==> src/rtl/feature_frame_loader.sv <==
// Double-buffered feature frame loader: samples fill one bank while the other is presented
// to the detector; a fresh det_done rise releases the presented frame.
module feature_frame_loader #(
    parameter int unsigned FRAME_LEN = 30,
    parameter int unsigned HI_TGT    = 900,
    parameter int unsigned LO_TGT    = 100
) (
    input  logic                    Clock,
    input  logic                    Rst,
    input  logic [9:0]              sample_in,
    input  logic                    sample_valid,
    output logic                    sample_ready,
    input  logic [1:0]              label_in,
    output logic [FRAME_LEN*10-1:0] frame_out,
    output logic [29:0]             target_out,
    output logic                    start,
    input  logic                    det_done,
    output logic [9:0]              frame_count
);

    localparam int unsigned IdxW = (FRAME_LEN > 1) ? $clog2(FRAME_LEN) : 1;
    localparam logic [IdxW-1:0] LastIdx = IdxW'(FRAME_LEN - 1);

    typedef enum logic {PIdle, PStart} state_t;

    state_t          state;
    logic [9:0]      bank_q [2][FRAME_LEN];
    logic [1:0]      label_q [2];
    logic [1:0]      bank_full;
    logic [1:0]      full_d;
    logic            wbank;
    logic            rbank;
    logic [IdxW-1:0] wr_idx;
    logic            det_done_q;
    logic            xfer;
    logic            last_xfer;
    logic            rise;
    logic            release_frame;

    assign sample_ready  = !bank_full[wbank];
    assign xfer          = sample_valid && sample_ready;
    assign last_xfer     = xfer && (wr_idx == LastIdx);
    assign rise          = det_done && !det_done_q;
    assign release_frame = (state == PStart) && rise;

    // Bank storage is never reset; a partial frame is discarded by rewinding wr_idx.
    always_ff @(posedge Clock) begin
        if (xfer) begin
            bank_q[wbank][wr_idx] <= sample_in;
            if (last_xfer) begin
                label_q[wbank] <= label_in;
            end
        end
    end

    always_ff @(posedge Clock) begin
        if (Rst) begin
            wbank  <= 1'b0;
            wr_idx <= '0;
        end else if (xfer) begin
            if (last_xfer) begin
                wbank  <= ~wbank;
                wr_idx <= '0;
            end else begin
                wr_idx <= wr_idx + 1'b1;
            end
        end
    end

    // Fill and release always target different banks, so both updates can land together.
    always_comb begin
        full_d = bank_full;
        if (last_xfer) begin
            full_d[wbank] = 1'b1;
        end
        if (release_frame) begin
            full_d[rbank] = 1'b0;
        end
    end

    always_ff @(posedge Clock) begin
        if (Rst) begin
            state       <= PIdle;
            start       <= 1'b0;
            rbank       <= 1'b0;
            bank_full   <= 2'b00;
            det_done_q  <= 1'b0;
            frame_count <= 10'd0;
        end else begin
            det_done_q <= det_done;
            bank_full  <= full_d;
            case (state)
                PIdle: begin
                    if (bank_full[rbank]) begin
                        state <= PStart;
                        start <= 1'b1;
                    end
                end
                PStart: begin
                    if (rise) begin
                        state       <= PIdle;
                        start       <= 1'b0;
                        rbank       <= ~rbank;
                        frame_count <= frame_count + 10'd1;
                    end
                end
                default: begin
                    state <= PIdle;
                    start <= 1'b0;
                end
            endcase
        end
    end

    always_comb begin
        for (int i = 0; i < FRAME_LEN; i++) begin
            frame_out[i*10 +: 10] = bank_q[rbank][i];
        end
        for (int k = 0; k < 3; k++) begin
            target_out[k*10 +: 10] = (label_q[rbank] == 2'(k)) ? 10'(HI_TGT) : 10'(LO_TGT);
        end
    end

endmodule

==> config.mk <==
export PLATFORM = sky130hd
export DESIGN_NAME = feature_frame_loader
export DESIGN_NICKNAME = d
export VERILOG_FILES = /design/src/rtl/feature_frame_loader.sv
export SDC_FILE = /design/constraint.sdc
export NUM_CORES = 1
export LEC_CHECK = 0
export ABC_AREA = 0
export CORE_ASPECT_RATIO = 0.9
export CORE_MARGIN = 5
export CORE_UTILIZATION = 55
export DETAILED_ROUTE_END_ITERATION = 16
export PLACE_DENSITY = 0.81
export REMOVE_ABC_BUFFERS = 1
export SLEW_MARGIN = 20
export SYNTH_ARGS = -nofsm -noshare
export SYNTH_HDL_FRONTEND = slang
export SYNTH_SLANG_ARGS = --single-unit
==> constraint.sdc <==
create_clock -name Clock -period 6.05 [get_ports Clock]
set_input_delay 1.21 -clock Clock [delete_from_list [all_inputs] [get_ports Clock]]
set_output_delay 1.21 -clock Clock [all_outputs]
set_load 0.005 [all_outputs]
==> flow_results.xml, run 1 <==
<?xml version="1.0" encoding="UTF-8"?>
<metrics>
  <group name="place">
    <metric name="port_buffers" unit="">342</metric>
    <metric name="finalWeightedCongestion" unit="">0.8102</metric>
    <metric name="detailed_place.area" unit="sq um">27210</metric>
    <metric name="dp_hpwl" unit="microns">31300</metric>
    <metric name="dp.cells" unit="">2024</metric>
    <metric name="preCtsSetupSlack" unit="ps">2072</metric>
  </group>
  <group name="timing">
    <metric name="worst_slack" unit="ps">1913</metric>
    <metric name="finalWorstPathRequiredPeriod" unit="ps">4137</metric>
    <metric name="rsz0062_at_grt" unit="">no</metric>
    <metric name="finalSetupViolations" unit="">0</metric>
    <metric name="slew-limit-headroom" unit="">0.3446</metric>
    <metric name="finalHoldWorstSlack" unit="ps">517.5</metric>
    <metric name="layout_worst_path_cycle_share" unit="">0.6839</metric>
    <metric name="timing.final.max_slew_violations" unit="">0</metric>
    <metric name="fin_skew" unit="ps">14.32</metric>
    <metric name="maximum_clock_frequency" unit="MHz">241.7</metric>
    <metric name="max_slew.worst_pin.slew" unit="ps">980.0</metric>
    <metric name="finalSetupTns" unit="ps">0</metric>
    <metric name="final_hold_viol_count" unit="">0</metric>
  </group>
  <group name="clock_network">
    <metric name="clock_latency_at_the_later_pin_of_the_worst_skew_pair" unit="ps">590</metric>
    <metric name="holdBufCountCts" unit="">0</metric>
    <metric name="max-clock-path-buffers" unit="">3</metric>
    <metric name="cts-buffers-inserted" unit="">57</metric>
    <metric name="post_cts_resized" unit="">0</metric>
    <metric name="clock_tree.htree_level_count" unit="">2</metric>
    <metric name="cts-root-buf" unit="">sky130_fd_sc_hd__clkbuf_16</metric>
    <metric name="cts_sinks" unit="">627</metric>
    <metric name="cts_setup_buffers" unit="">0</metric>
    <metric name="cts.reportedPaths.clkPinSlew" unit="ps">60</metric>
    <metric name="tritoncts" unit="">done</metric>
  </group>
  <group name="setup_path">
    <metric name="slowest_stage" unit="">sky130_fd_sc_hd__dfxtp_4</metric>
    <metric name="worst-setup-path-type" unit="">flop to output pin</metric>
    <metric name="r2r_setup_slack" unit="ps">3290</metric>
    <metric name="crit_fanout" unit="">120</metric>
    <metric name="critical_path_buf_inv_count" unit="">2</metric>
    <metric name="critical_path.cell_chain" unit="">buf_12, mux2_2, clkdlybuf4s50_1</metric>
    <metric name="worstRegToRegCells" unit="">3</metric>
    <metric name="critPathMaxStageDelay" unit="ps">730</metric>
    <metric name="launching_element_type_of_the_critical_path" unit="">flop</metric>
    <metric name="worstSetupEndpointType" unit="">output pin</metric>
    <metric name="cp.depth" unit="">3</metric>
    <metric name="cpLargestDelayFamily" unit="">buffers and inverters</metric>
    <metric name="cp.arrival" unit="ps">2930</metric>
    <metric name="critPathRequiredTime" unit="ps">4840</metric>
  </group>
  <group name="layout">
    <metric name="multiInputGateArea" unit="sq um">4374</metric>
    <metric name="postLayoutCoreUtil" unit="">0.6915</metric>
    <metric name="n_antenna_cell" unit="">0</metric>
    <metric name="final_area" unit="sq um">29000</metric>
    <metric name="layout.nets" unit="">1557</metric>
    <metric name="ratio_of_cells_with_drive_above_1_in_the_final_layout" unit="">0.2592</metric>
    <metric name="layout-area-overhead-vs-synth" unit="%">24.06</metric>
    <metric name="fillCellCount" unit="">2632</metric>
    <metric name="fin_cells" unit="">2129</metric>
    <metric name="regArea" unit="sq um">18600</metric>
  </group>
  <group name="hold_path">
    <metric name="hold-path-cell-count" unit="">2</metric>
    <metric name="hold_path_class" unit="">flop to flop</metric>
  </group>
  <group name="flow_run">
    <metric name="max-cap-violations" unit="">0</metric>
  </group>
  <group name="drt">
    <metric name="detailroute.via_count" unit="">11790</metric>
    <metric name="vias_per_cell" unit="">5.539</metric>
    <metric name="route.detailed.wl_per_inst" unit="microns">24.62</metric>
    <metric name="antenna_violating_nets_post_route" unit="">0</metric>
    <metric name="total_iterations_of_the_first_detailed_routing_run" unit="">5</metric>
    <metric name="starting_drc_count_in_detailed_routing" unit="">1124</metric>
    <metric name="routed_wirelength" unit="microns">52420</metric>
    <metric name="drc" unit="">0</metric>
  </group>
  <group name="global_routing">
    <metric name="grt_pass1_vias" unit="">11950</metric>
    <metric name="grt_usage" unit="">0.2209</metric>
    <metric name="pin_count_of_the_biggest_net_entering_global_routing" unit="">121</metric>
    <metric name="globalRouteMet1Util" unit="">0.3087</metric>
    <metric name="grt_antenna_before_repair" unit="">1</metric>
    <metric name="grt.overflow.total" unit="">0</metric>
    <metric name="first_pass_grt_wire_length" unit="microns">75640</metric>
    <metric name="met2_usage" unit="">0.3614</metric>
    <metric name="top_usage_layer" unit="">met2</metric>
    <metric name="met3_usage" unit="">0.04936</metric>
  </group>
  <group name="run_status">
    <metric name="run_status" unit="">complete, no violations</metric>
  </group>
  <group name="floorplan">
    <metric name="overall_die_height" unit="microns">205.6</metric>
    <metric name="floorplan.rows" unit="">71</metric>
    <metric name="pin_count" unit="">358</metric>
    <metric name="floorplan.die_area" unit="sq um">46720</metric>
    <metric name="floorplan.core_area" unit="sq um">41930</metric>
    <metric name="die_width" unit="microns">227.3</metric>
    <metric name="initial_core_util" unit="">0.5574</metric>
  </group>
  <group name="synthesis">
    <metric name="number_of_synthesized_flops_with_an_enable_pin" unit="">604</metric>
    <metric name="synth-warning-count" unit="">0</metric>
    <metric name="synth-main-ff-cell" unit="">sky130_fd_sc_hd__edfxtp_1</metric>
    <metric name="synth_area" unit="sq um">23370</metric>
    <metric name="syn_avg_cell_area" unit="sq um">19.84</metric>
    <metric name="synth_largest_type_area_fraction" unit="">0.7761</metric>
    <metric name="postSynth.asyncResetShare" unit="">0</metric>
    <metric name="synth-seq-cells" unit="">627</metric>
    <metric name="register_area_share_after_synthesis" unit="">0.7958</metric>
    <metric name="synth_cell_types" unit="">44</metric>
    <metric name="ys_top_cells_by_area" unit="">sky130_fd_sc_hd__edfxtp_1 (78%), sky130_fd_sc_hd__mux2_2 (15%), sky130_fd_sc_hd__dfxtp_1 (2.0%)</metric>
    <metric name="syn-instance-count" unit="">1178</metric>
    <metric name="synth_top_area_cell" unit="">sky130_fd_sc_hd__edfxtp_1</metric>
  </group>
  <group name="power_and_ir_drop">
    <metric name="power.ir.vdd_worst" unit="mV">0.3231</metric>
    <metric name="power.leakage" unit="nW">9.336</metric>
    <metric name="p_total" unit="mW">8.336</metric>
    <metric name="p_per_area" unit="nW/um^2">287.5</metric>
  </group>
</metrics>
power by group:
| group | switching, mW | leakage (nW) | total, mW | internal, mW |
|---|---|---|---|---|
| Combinational | 0.114 | 2.84 | 0.147 | 0.0330 |
| Clock | 1.47 | 0.874 | 3.42 | 1.95 |
| Sequential | 0.00426 | 5.62 | 4.77 | 4.77 |
metal layers:
layer / wire, microns / up-vias / share of wire
li1: - / 5254 / -
met1: 21750 / 5998 / 0.41
met2: 25810 / 470 / 0.49
met3: 3850 / 68 / 0.073
met4: 986 / 2 / 0.019
met5: 11 / - / 0.00021
placed cells by master (no fill, tap or decap), types with 11 or more instances in the layout:
cell	Yosys	final
sky130_fd_sc_hd__clkinv_1	0	13
sky130_fd_sc_hd__edfxtp_1	604	604
sky130_fd_sc_hd__nand3_1	13	13
sky130_fd_sc_hd__nor2_1	70	70
sky130_fd_sc_hd__inv_1	14	14
sky130_fd_sc_hd__buf_4	24	11
sky130_fd_sc_hd__conb_1	2	15
sky130_fd_sc_hd__mux2_2	304	304
sky130_fd_sc_hd__clkbuf_1	8	15
sky130_fd_sc_hd__clkdlybuf4s50_1	0	332
sky130_fd_sc_hd__dfxtp_1	23	22
sky130_fd_sc_hd__clkbuf_16	0	59
worst paths after layout:
kind / startpoint / to
setup / recovery: flop / frame_out[6]
hold / removal: frame_count[1] / frame_count[1]
setup reg to reg: wbank / bank_q[1][299]
hold reg to reg: frame_count[1] / frame_count[1]
sequential cells by signal, summed over array words and instances, names as in the netlist, named ones only:
register / flops
rbank: 1
frame_count: 10
wbank: 1
state: 1
det_done_q: 1
label_q: 4
bank_q: 600
bank_full: 2
wr_idx: 5
start: 1
cell type report:
type,instances,share of cell area
Sequential cell,627,0.6415
Multi-Input combinational cell,481,0.1509
Timing Repair Buffer,355,0.1206
Tap cell,547,0.02360
Clock inverter,28,0.007336
Inverter,14,0.001812
Clock buffer,77,0.05429
synth_stat cells, types with 2 or more instances:
cell	number
sky130_fd_sc_hd__a211oi_1	2
sky130_fd_sc_hd__a21oi_1	9
sky130_fd_sc_hd__and3_1	3
sky130_fd_sc_hd__buf_2	37
sky130_fd_sc_hd__buf_4	24
sky130_fd_sc_hd__clkbuf_1	8
sky130_fd_sc_hd__conb_1	2
sky130_fd_sc_hd__dfxtp_1	23
sky130_fd_sc_hd__edfxtp_1	604
sky130_fd_sc_hd__ha_1	5
sky130_fd_sc_hd__inv_1	14
sky130_fd_sc_hd__mux2_2	304
sky130_fd_sc_hd__nand2_1	7
sky130_fd_sc_hd__nand3_1	13
sky130_fd_sc_hd__nand3b_1	3
sky130_fd_sc_hd__nand4_1	5
sky130_fd_sc_hd__nor2_1	70
sky130_fd_sc_hd__nor2b_1	6
sky130_fd_sc_hd__nor3b_1	2
sky130_fd_sc_hd__nor4_1	2
sky130_fd_sc_hd__o21ai_0	3
sky130_fd_sc_hd__o31ai_1	4
sky130_fd_sc_hd__o32a_1	2
sky130_fd_sc_hd__or3b_2	2
sky130_fd_sc_hd__or4_1	3
sky130_fd_sc_hd__xnor2_1	3
tightest hold or removal path: cells and delay by family, from the launching register on:
kind,cells,cell delay (ps)
DFF,1,350
AOI/OAI and AO/OA,1,60
and+or+nand+nor,1,70
kinds of logic (layout without fill, tap and decap cells):
group                    Yosys count  in the layout  synth area share
AO/OA/AOI/OAI                     29             29          0.008620
buffers and inverters             83            474           0.01917
AND/OR/NAND/NOR                  124            124           0.02543
other                              2             15         0.0003213
flip-flops                       627            627            0.7958
adder cells (fa/ha/maj)            5              5          0.002677
XOR/XNOR                           3              3          0.001124
multiplexers                     305            305            0.1469
Note: power is estimated with default switching activity, not from simulation.
==> inputs of run 2 (changes only) <==
CORE_UTILIZATION = 54   (was 55)
PLACE_DENSITY = 0.8   (was 0.81)
clock period = 4.09 ns   (was 6.05 ns; I/O delays follow)
==> run 2 against run 1 <==
Largest power group unchanged. Cell area is 2.1% higher. Non-clock buffer count grew 68. Sequential power is 48% higher. Cell count is 3.7% higher. Combinational power rose by 53%.
==> flow_results.xml, run 2 (same netlist as run 1, synthesis figures left out) <==
<?xml version="1.0" encoding="UTF-8"?>
<metrics>
  <group name="run_status">
    <metric name="run_status" unit="">complete, no violations</metric>
  </group>
  <group name="clock_network">
    <metric name="cts-root-buf" unit="">sky130_fd_sc_hd__clkbuf_16</metric>
    <metric name="cts.reportedPaths.clkPinSlew" unit="ps">60</metric>
    <metric name="clock_tree.htree_level_count" unit="">2</metric>
    <metric name="max-clock-path-buffers" unit="">3</metric>
    <metric name="tritoncts" unit="">done</metric>
    <metric name="post_cts_resized" unit="">0</metric>
    <metric name="cts-buffers-inserted" unit="">58</metric>
    <metric name="cts_sinks" unit="">627</metric>
    <metric name="cts_setup_buffers" unit="">0</metric>
    <metric name="clock_latency_at_the_later_pin_of_the_worst_skew_pair" unit="ps">600</metric>
    <metric name="holdBufCountCts" unit="">0</metric>
  </group>
  <group name="global_routing">
    <metric name="pin_count_of_the_biggest_net_entering_global_routing" unit="">61</metric>
    <metric name="grt_antenna_before_repair" unit="">0</metric>
    <metric name="grt.overflow.total" unit="">0</metric>
    <metric name="grt_pass1_vias" unit="">12650</metric>
    <metric name="grt_usage" unit="">0.2236</metric>
    <metric name="first_pass_grt_wire_length" unit="microns">80520</metric>
  </group>
  <group name="floorplan">
    <metric name="floorplan.core_area" unit="sq um">42880</metric>
    <metric name="pin_count" unit="">358</metric>
    <metric name="floorplan.rows" unit="">72</metric>
    <metric name="overall_die_height" unit="microns">207.4</metric>
    <metric name="die_width" unit="microns">229.3</metric>
    <metric name="initial_core_util" unit="">0.5450</metric>
    <metric name="floorplan.die_area" unit="sq um">47550</metric>
  </group>
  <group name="setup_path">
    <metric name="r2r_setup_slack" unit="ps">1780</metric>
    <metric name="critical_path.cell_chain" unit="">buf_4, mux2_2, clkdlybuf4s50_1</metric>
    <metric name="critPathRequiredTime" unit="ps">3270</metric>
    <metric name="launching_element_type_of_the_critical_path" unit="">flop</metric>
    <metric name="cp.arrival" unit="ps">2870</metric>
    <metric name="worstSetupEndpointType" unit="">output pin</metric>
    <metric name="crit_fanout" unit="">53</metric>
    <metric name="worst-setup-path-type" unit="">flop to output pin</metric>
    <metric name="worstRegToRegCells" unit="">3</metric>
    <metric name="critPathMaxStageDelay" unit="ps">960</metric>
    <metric name="slowest_stage" unit="">sky130_fd_sc_hd__dfxtp_4</metric>
  </group>
  <group name="timing">
    <metric name="max_slew.worst_pin.slew" unit="ps">961.7</metric>
    <metric name="timing.final.max_slew_violations" unit="">0</metric>
    <metric name="maximum_clock_frequency" unit="MHz">271.5</metric>
    <metric name="rsz0062_at_grt" unit="">no</metric>
    <metric name="layout_worst_path_cycle_share" unit="">0.9006</metric>
    <metric name="finalSetupViolations" unit="">0</metric>
    <metric name="slew-limit-headroom" unit="">0.3569</metric>
    <metric name="fin_skew" unit="ps">16.70</metric>
    <metric name="final_hold_viol_count" unit="">0</metric>
    <metric name="finalWorstPathRequiredPeriod" unit="ps">3683</metric>
  </group>
  <group name="layout">
    <metric name="ratio_of_cells_with_drive_above_1_in_the_final_layout" unit="">0.2910</metric>
    <metric name="postLayoutCoreUtil" unit="">0.6904</metric>
    <metric name="fillCellCount" unit="">2669</metric>
    <metric name="layout-area-overhead-vs-synth" unit="%">26.68</metric>
    <metric name="n_antenna_cell" unit="">0</metric>
    <metric name="highest_count_cells_in_the_layout_ignoring_fill_and_taps" unit="">sky130_fd_sc_hd__edfxtp_1 (604), sky130_fd_sc_hd__clkdlybuf4s50_1 (332), sky130_fd_sc_hd__mux2_2 (304)</metric>
    <metric name="largest_reg_flops" unit="">600</metric>
    <metric name="layout.cells.most_common" unit="">sky130_fd_sc_hd__edfxtp_1</metric>
    <metric name="reg_with_most_ffs" unit="">bank_q</metric>
    <metric name="layout.nets" unit="">1626</metric>
    <metric name="top_regs" unit="">bank_q: 600 flops, frame_count: 10 flops, wr_idx: 5 flops</metric>
  </group>
  <group name="drt">
    <metric name="detailroute.via_count" unit="">12220</metric>
    <metric name="total_iterations_of_the_first_detailed_routing_run" unit="">5</metric>
    <metric name="starting_drc_count_in_detailed_routing" unit="">1265</metric>
    <metric name="drc" unit="">0</metric>
    <metric name="vias_per_cell" unit="">5.533</metric>
    <metric name="antenna_violating_nets_post_route" unit="">0</metric>
    <metric name="routed_wirelength" unit="microns">54260</metric>
    <metric name="route.detailed.wl_per_inst" unit="microns">24.57</metric>
  </group>
  <group name="place">
    <metric name="port_buffers" unit="">342</metric>
    <metric name="finalWeightedCongestion" unit="">0.8024</metric>
    <metric name="dp_hpwl" unit="microns">34200</metric>
  </group>
  <group name="power_and_ir_drop">
    <metric name="power.leakage" unit="nW">9.738</metric>
    <metric name="p_per_area" unit="nW/um^2">420.2</metric>
    <metric name="power.ir.vdd_worst" unit="mV">0.3138</metric>
    <metric name="p_total" unit="mW">12.44</metric>
  </group>
  <group name="hold_path">
    <metric name="hold-path-cell-count" unit="">2</metric>
    <metric name="hold_path_class" unit="">flop to flop</metric>
  </group>
  <group name="flow_run">
    <metric name="max-cap-violations" unit="">0</metric>
  </group>
</metrics>
[run 2: changes by cell type in the layout (fill, tap and decap cells not counted)]
cell                        previous run  this run
sky130_fd_sc_hd__clkbuf_16            59        58
sky130_fd_sc_hd__clkbuf_1             15        12
sky130_fd_sc_hd__bufinv_16             3         5
sky130_fd_sc_hd__buf_4                11        77
sky130_fd_sc_hd__clkinv_1             13        16
sky130_fd_sc_hd__buf_12                2         5
sky130_fd_sc_hd__clkinv_2              8        10
sky130_fd_sc_hd__clkinv_8              0         1
sky130_fd_sc_hd__buf_2                10         9
sky130_fd_sc_hd__inv_6                 2         0
sky130_fd_sc_hd__inv_4                 0         1
[run 2: path summary, 6_finish.rpt]
kind / end / start
hold reg to reg: start / start
hold / removal: start / start
setup reg to reg: bank_q[1][16] / wbank
setup / recovery: frame_out[155] / flop
[run 2: layer usage]
metal,track usage,vias to the layer above,part of all wire
met5,0,-,0
met3,0.06086,61,0.085
met4,0.05018,0,0.018
li1,-,5397,-
met2,0.3574,570,0.48
met1,0.3137,6189,0.42
[run 2: final cells by class]
class | instances | area, sq um | area share
inverters | 14 | 52.55 | 0.001775
flip-flops and latches | 627 | 18600 | 0.6283
clock inverters | 35 | 299.0 | 0.01010
repair buffers | 423 | 4046 | 0.1367
clock buffers | 73 | 1538 | 0.05194
multi-input cells | 481 | 4374 | 0.1477
well taps | 555 | 694.4 | 0.02346
[run 2: per-stage QoR]
| step | instance area (sq um) | hold slack (ps) | setup TNS, ps | worst slack, ps | std cells |
|---|---|---|---|---|---|
| CTS | 29610 | 505.9 | 0 | 340.4 | 2208 |
| floorplan | 23020 | 468.9 | -1454150 | -4627 | 1122 |
| detailed placement | 27770 | 486.0 | 0 | 1005 | 2100 |
| global placement | 27770 | 468.7 | 0 | 1077 | 2100 |
| finish | 29610 | 505.0 | 0 | 406.7 | 2208 |
| global route | 29610 | 546.7 | 0 | 270.7 | 2208 |
[run 2: report_power, final]
group          leakage (nW)  switching, mW  total [mW]  internal (mW)
clock                 0.901           2.19        5.16           2.97
sequential             5.62        0.00558        7.06           7.05
combinational          3.22          0.171       0.225         0.0541
[run 2: critical path: cells and delay by family, from the launching register on]
| family | cells | cell delay [ps] |
|---|---|---|
| buf+inv | 2 | 900 |
| flops | 1 | 960 |
| mux | 1 | 400 |
